<file path="config.mk">
export PLATFORM = sky130hd
export DESIGN_NAME = regfile_multiport
export DESIGN_NICKNAME = d
export VERILOG_FILES = /design/src/rtl/regfile_multiport.sv
export SDC_FILE = /design/constraint.sdc
export NUM_CORES = 1
export LEC_CHECK = 0
export ABC_CLOCK_PERIOD_IN_PS = 7450
export BUFFER_PORTS_ARGS = -buffer_cell sky130_fd_sc_hd__buf_2
export CAP_MARGIN = 15
export CORE_UTILIZATION = 35
export DETAILED_ROUTE_END_ITERATION = 12
export RECOVER_POWER = 100
export SLEW_MARGIN = 20
export SYNTH_ARGS = -nofsm -noshare
export SYNTH_HDL_FRONTEND = slang
export SYNTH_SLANG_ARGS = --single-unit
</file>
<file path="constraint.sdc">
create_clock -name clk_i -period 7.45 [get_ports clk_i]
set_input_delay 0.745 -clock clk_i [delete_from_list [all_inputs] [get_ports clk_i]]
set_output_delay 0.745 -clock clk_i [all_outputs]
set_load 0.01 [all_outputs]
</file>
<file path="src/rtl/regfile_multiport.sv">
// Parametrised multi-port register file for the multi-cycle core.
//
// After reset the file clears itself, one entry per cycle, while init_busy_o is high. It then
// serves NUM_READ_PORTS registered read ports (latency 1) and one write port. A write to the
// same address a port is reading can be forwarded in the same cycle. Register 0 can be made
// to read as zero.
//
// Ports:
//   clk_i        rising-edge clock
//   rst_ni       synchronous, active-low reset; restarts the clear sequence
//   rd_en_i      per-port read request
//   rd_addr_i    packed read addresses, port p at [p*AW +: AW]
//   rd_data_o    packed read data, port p at [p*XLEN +: XLEN]; holds when not read
//   rd_valid_o   per-port flag: rd_data_o for that port was loaded by the last edge
//   wr_en_i      write request
//   wr_addr_i    write address
//   wr_data_i    write data
//   init_busy_o  high while the clear sequence runs
module regfile_multiport #(
    parameter int unsigned XLEN           = 32,
    parameter int unsigned NUM_REGS       = 32,
    parameter int unsigned NUM_READ_PORTS = 2,
    parameter int unsigned ZERO_REG       = 1,
    parameter int unsigned BYPASS         = 1,
    localparam int unsigned AW            = $clog2(NUM_REGS)
) (
    input  logic                           clk_i,
    input  logic                           rst_ni,
    input  logic [NUM_READ_PORTS-1:0]      rd_en_i,
    input  logic [NUM_READ_PORTS*AW-1:0]   rd_addr_i,
    output logic [NUM_READ_PORTS*XLEN-1:0] rd_data_o,
    output logic [NUM_READ_PORTS-1:0]      rd_valid_o,
    input  logic                           wr_en_i,
    input  logic [AW-1:0]                  wr_addr_i,
    input  logic [XLEN-1:0]                wr_data_i,
    output logic                           init_busy_o
);

    typedef enum logic [0:0] {StInit, StRun} state_e;

    // One bit wider than an address so the terminal count never aliases entry 0.
    localparam logic [AW:0] LastPtr = (AW + 1)'(NUM_REGS - 1);
    localparam logic [AW:0] PtrOne  = (AW + 1)'(1);

    state_e                           state_q, state_d;
    logic [AW:0]                      ptr_q, ptr_d;
    logic                             busy_q, busy_d;
    logic [NUM_READ_PORTS*XLEN-1:0]   rd_data_q, rd_data_d;
    logic [NUM_READ_PORTS-1:0]        rd_valid_q, rd_valid_d;
    logic [XLEN-1:0]                  mem_q [NUM_REGS];

    logic                             clr_en;
    logic                             wr_legal;
    logic [NUM_READ_PORTS*XLEN-1:0]   rd_val;

    assign clr_en   = rst_ni && (state_q == StInit);
    assign wr_legal = rst_ni && (state_q == StRun) && wr_en_i
                      && (32'(wr_addr_i) < NUM_REGS)
                      && !((ZERO_REG != 0) && (wr_addr_i == '0));

    // Storage has no reset of its own; the clear sequence is the only way to zero it.
    always_ff @(posedge clk_i) begin
        if (clr_en) begin
            mem_q[ptr_q[AW-1:0]] <= '0;
        end else if (wr_legal) begin
            mem_q[wr_addr_i] <= wr_data_i;
        end
    end

    // Per-port read value: out of range, then the zero register, then the bypass, then storage.
    for (genvar p = 0; p < NUM_READ_PORTS; p++) begin : g_rd
        logic [AW-1:0] addr;
        assign addr = rd_addr_i[p*AW +: AW];
        assign rd_val[p*XLEN +: XLEN] =
            (32'(addr) >= NUM_REGS)                            ? {XLEN{1'b0}} :
            ((ZERO_REG != 0) && (addr == '0))                  ? {XLEN{1'b0}} :
            ((BYPASS != 0) && wr_legal && (wr_addr_i == addr)) ? wr_data_i    :
                                                                 mem_q[addr];
    end

    always_comb begin
        state_d    = state_q;
        ptr_d      = ptr_q;
        busy_d     = busy_q;
        rd_data_d  = rd_data_q;
        rd_valid_d = '0;
        unique case (state_q)
            StInit: begin
                busy_d = 1'b1;
                ptr_d  = ptr_q + PtrOne;
                if (ptr_q == LastPtr) begin
                    state_d = StRun;
                    busy_d  = 1'b0;
                end
            end
            StRun: begin
                busy_d = 1'b0;
                for (int unsigned p = 0; p < NUM_READ_PORTS; p++) begin
                    if (rd_en_i[p]) begin
                        rd_valid_d[p]              = 1'b1;
                        rd_data_d[p*XLEN +: XLEN]  = rd_val[p*XLEN +: XLEN];
                    end
                end
            end
        endcase
    end

    always_ff @(posedge clk_i) begin
        if (!rst_ni) begin
            state_q    <= StInit;
            ptr_q      <= '0;
            busy_q     <= 1'b1;
            rd_data_q  <= '0;
            rd_valid_q <= '0;
        end else begin
            state_q    <= state_d;
            ptr_q      <= ptr_d;
            busy_q     <= busy_d;
            rd_data_q  <= rd_data_d;
            rd_valid_q <= rd_valid_d;
        end
    end

    assign rd_data_o   = rd_data_q;
    assign rd_valid_o  = rd_valid_q;
    assign init_busy_o = busy_q;

endmodule

</file>
# [Word level (Yosys, flattened, before mapping)]
# Memories as Yosys holds them, arrays and structs flattened.
# Index checks and enable logic that the tools add are counted.
[word_totals] inputBits=52 output_inout_bits=67 n_memories=1 ff_bits=74 wordCells=44 ramBits=1024
[memory_table] name="mem_q" depth=32 width=32 rd=2 rd_ports_with_merged_regs=0 wr=1 line_no="50" text="logic [XLEN-1:0] mem_q [NUM_REGS];"
[op_classes] n_addsub=1 mux=18 n_reduce_logical=14 bitwise_logic=1 n_eq_ne=3
[ops] cell="$mux W32" n=5
[ops] cell="$reduce_or A32 Y1" n=1
[ops] cell="$logic_not A5 Y1" n=3
[ops] cell="$mux W1" n=11
[ops] cell="$eq A5 B5 Y1" n=2
[ops] cell="$add A6 B1 Y6 const B" n=1
[ops] cell="$eq A6 B5 Y1 const B" n=1
[ops] cell="$logic_and A1 B1 Y1" n=6
[ops] cell="$reduce_and A2 Y1" n=3
[ops] cell="$mux W5" n=1
[ops] cell="$pmux W1 S2" n=1
[ops] cell="$logic_not A1 Y1" n=1
[ops] cell="$not A1 Y1" n=1

# [Longest topological paths before layout]
[logic_depth] word_depth=8 ltp_mapped=9

# [Worst setup path after synthesis]
# Ideal clock, no wire load.
[synth_path] path_kind="input-to-reg" startpoint="in wr_addr_i[1]" endpoint="mem mem_q[10][0] (enable)" required_ns=7.029 setup_slack_ns=3.509 stages=6 setup_ns=0.421 arrival_time_ns=3.520 cell_sequence="buf_2 -> or4_4 -> o21a_4 -> buf_6 -> o32a_4 -> nor2_1"
[synth_via] elab_chain_cells=8 elab_cells_between_ends=9
[synth_rtl] element="start, declared" line_no="34" text="input logic [AW-1:0] wr_addr_i,"
[synth_rtl] element="$logic_not A5 Y1" line_no="59" text="&& !((ZERO_REG != 0) && (wr_addr_i == '0));"
[synth_rtl] element="$logic_not A1 Y1" line_no="59"
[synth_rtl] element="$logic_and A1 B1 Y1" line_no="59"
[synth_rtl] element="$mux W1" line_no="65" text="end else if (wr_legal) begin"
[synth_rtl] element="$mux W1" line_no="63" text="if (clr_en) begin"
[synth_rtl] element="$mux W1 (not written as such)" line_no="66" text="mem_q[wr_addr_i] <= wr_data_i;"
[synth_rtl] element="$reduce_or A32 Y1 (no line)"
[synth_rtl] element="$mux W5 (no line) / $mux W1 (equally long branches)"
[synth_rtl] element="end, declared" line_no="50"
# Parallel ways exist; a longest one is shown, timed or not.

# [Final worst setup path]
[layout_path] startpoint="in wr_addr_i[0]" endpoint="mem mem_q[12][12] (enable)"
# The elaborated chain is that of the path after synthesis.

==> results.py <==
metrics = {
    "clock_tree": {
        "insertion_delay_ns": 0.72,
        "holdBufCountCts": 0,
        "clock-sinks": 1098,
        "postCtsResizedCells": 0,
        "post_cts_buffers": 0,
        "cts_buffer_depth": 3,
        "clkTransAtPathRegs_ns": 0.06,
        "cts_buffers": 117,
        "h-tree-depth": 3,
        "cts_tree": "done",
        "cts_root_buf": "clkbuf_16",
    },
    "synthesis": {
        "synth_top_area_cell": "edfxtp_1",
        "ys_seq_elements": 1098,
        "synth_commonest_cells": "edfxtp_1, mux4_2, nand2_1",
        "synthesis.nets": 2611,
        "syn_area_per_cell_um2": 19.6,
        "async_flop_share_pct": 0,
        "synth_edf_count": 1024,
        "synth_cells": 2558,
        "synth_ff_type": "edfxtp_1",
        "synth_cell_types": 45,
        "yosysWarnings": 0,
        "syn_area_um2": 50100,
        "synth_area_leaders": "edfxtp_1, mux4_2, dfxtp_1, a22oi_1, nand2_1",
        "synth_top_cell_area_share_pct": 61.4,
        "yosys.cell_count.top_type": "edfxtp_1",
        "ys_seq_area_share_pct": 64.4,
    },
    "min_path": {
        "hold_class": "in2reg",
    },
    "finish": {
        "final_layout_size_suffix_gt1_share_pct": 32.4,
        "areaGrowthSynthToFinish_pct": 13.2,
        "final_nets": 2731,
        "final.fill_count": 12550,
    },
    "status": {
        "status": "complete, but fails checks",
        "violations": "max-capacitance violations, max-slew violations",
    },
    "power": {
        "p_comb_share_pct": 4.9,
        "pwr-share-clk_pct": 44.6,
        "powerDensity_nw_per_um2": 234,
        "p_switching_w": 0.00289,
        "ir_drop_v": 0.000203,
        "p_int_w": 0.0104,
        "seqPwrFrac_pct": 50.5,
        "power_switching_share_pct": 21.8,
        "p_leak_nw": 19.3,
    },
    "routing": {
        "ant_nets": 0,
        "wl_per_cell_um": 33.7,
        "viasPerCell": 6.18,
        "vias": 28885,
        "firstDrtPassIters": 5,
        "finalWirelength_um": 158000,
        "drt_iter0_drc": 3536,
        "drcViolationCount": 0,
    },
    "grt": {
        "track_usage_pct": 21.6,
        "grt_max_degree": 149,
        "grt_pass1_vias": 30302,
        "antenna_found_initial": 9,
        "grt_pass1_wl_um": 225000,
        "grt_overflow": 0,
    },
    "run": {
        "drv_cap": 50,
    },
    "placed_design": {
        "dp_hpwl_um": 93300,
        "io_buffers": 118,
        "gp_congestion": 0.832,
    },
    "worst_setup_path": {
        "critPathArrivalTime_ns": 5.83,
        "crit_path_end_kind": "register",
        "crit_type": "in2reg",
        "worst-path-max-fanout": 20,
        "ff2ff_setup_slack_ns": 1.96,
        "start_kind": "input port",
        "crit_required_ns": 7.75,
    },
    "sta": {
        "setup_tns_ns": 0,
        "rsz0062_at_grt": "no",
        "setup_viol": 0,
        "fin_skew_ns": 0.0277,
        "finalHoldViolations": 0,
        "period_needed_ns": 5.53,
        "slew_violations": 1474,
        "tightest_slew_ns": 3.30,
        "slew_headroom_pct": -120,
        "hold_ws_ns": 0.322,
        "finalCritPeriodShare_pct": 74.2,
        "max_freq_mhz": 181,
    },
    "floorplan": {
        "ioPinCount": 119,
        "core_um2": 142000,
        "placementRows": 138,
        "start_util_pct": 35.3,
        "die_w_um": 380,
        "die_y_um": 380,
        "die_area_um2": 145000,
    },
}
-- worst paths after layout --
check / depth (start not counted) / start / endpoint
setup / recovery: 6 / wr_addr_i[0] / mem_q[12][12]
hold / removal: 2 / rst_ni / init_busy_o
hold reg to reg: 2 / ptr_q[0] / ptr_q[0]
setup reg to reg: 6 / state_q / mem_q[12][12]
-- cells by family (layout without fill, tap and decap cells) --
group | Yosys count | after routing | synth area share [%]
simple gates | 312 | 312 | 2.65
compound gates | 347 | 347 | 4.76
flops | 1098 | 1098 | 64.4
buf+inv | 212 | 434 | 2.11
fa+ha+maj | 1 | 1 | 0.0250
mux | 575 | 575 | 25.8
xor+xnor | 13 | 13 | 0.227
other cells | 0 | 1 | 0
-- critical path, cell delays in order --
cell,delay [ns]
clkbuf_1,0.18
or4_1,0.60
o21ai_0,0.66
a31oi_1,0.63
nor2_1,1.56
clkbuf_1,1.42
-- stage by stage --
step / cells / power [W] / setup WS [ns] / instance area [um^2] / utilization (%)
3_5_place_dp: 4449 / 0.00748 / 3.53 / 53200 / 37.5
4_1_cts: 4670 / 0.0133 / 3.70 / 57100 / 40.3
5_1_grt: 4670 / 0.0136 / 1.81 / 56700 / 40.0
3_3_place_gp: 4445 / 0.00747 / 3.44 / 53100 / 37.4
2_1_floorplan: 2558 / 0.00725 / 3.51 / 50100 / -
6_report: 4671 / 0.0133 / 1.92 / 56700 / 40.0
-- sequential cells by signal (all words and copies together), names as in the netlist --
signal,count
ptr_q,6
rd_valid_o,2
mem_q,1024
init_busy_o,1
state_q,1
rd_data_o,64
-- layer usage --
layer	wire (um)	GRT usage, %	vias up
met1	60200	28.6	15670
met4	5910	7.61	6
met2	77000	35.4	1639
met5	34	0	-
met3	14400	4.53	310
li1	-	-	11260
-- cell usage in the layout (no fill, tap or decap), types with 24 or more instances in the layout --
| cell type | n |
|---|---|
| o21ai_0 | 70 |
| clkbuf_16 | 118 |
| buf_2 | 44 |
| dfxtp_1 | 74 |
| mux4_2 | 574 |
| a31oi_1 | 66 |
| clkbuf_1 | 133 |
| edfxtp_1 | 1024 |
| clkinv_2 | 24 |
| nand2_1 | 209 |
| and2_0 | 27 |
| buf_4 | 56 |
| a22oi_1 | 197 |
-- power groups by stage --
stage | combinational, W | clock, W | sequential (W)
5_1_grt | 0.000676 | 0.00621 | 0.00669
2_1_floorplan | 0.000438 | 0 | 0.00681
3_5_place_dp | 0.000656 | 0 | 0.00682
6_report | 0.000652 | 0.00591 | 0.00669
4_1_cts | 0.000658 | 0.00598 | 0.00669
3_3_place_gp | 0.000652 | 0 | 0.00682
-- layout make-up --
cell class	instances	area [um^2]	area share, %
Clock buffer	167	3280	5.78
Timing Repair Buffer	208	1190	2.10
Tap cell	1890	2360	4.17
Multi-Input combinational cell	1248	17000	30.0
Clock inverter	54	628	1.11
Sequential cell	1098	32200	56.9
Antenna cell	1	2.50	0.00441
Inverter	5	18.8	0.0331
No activity file was read; power rests on OpenSTA's default activity.
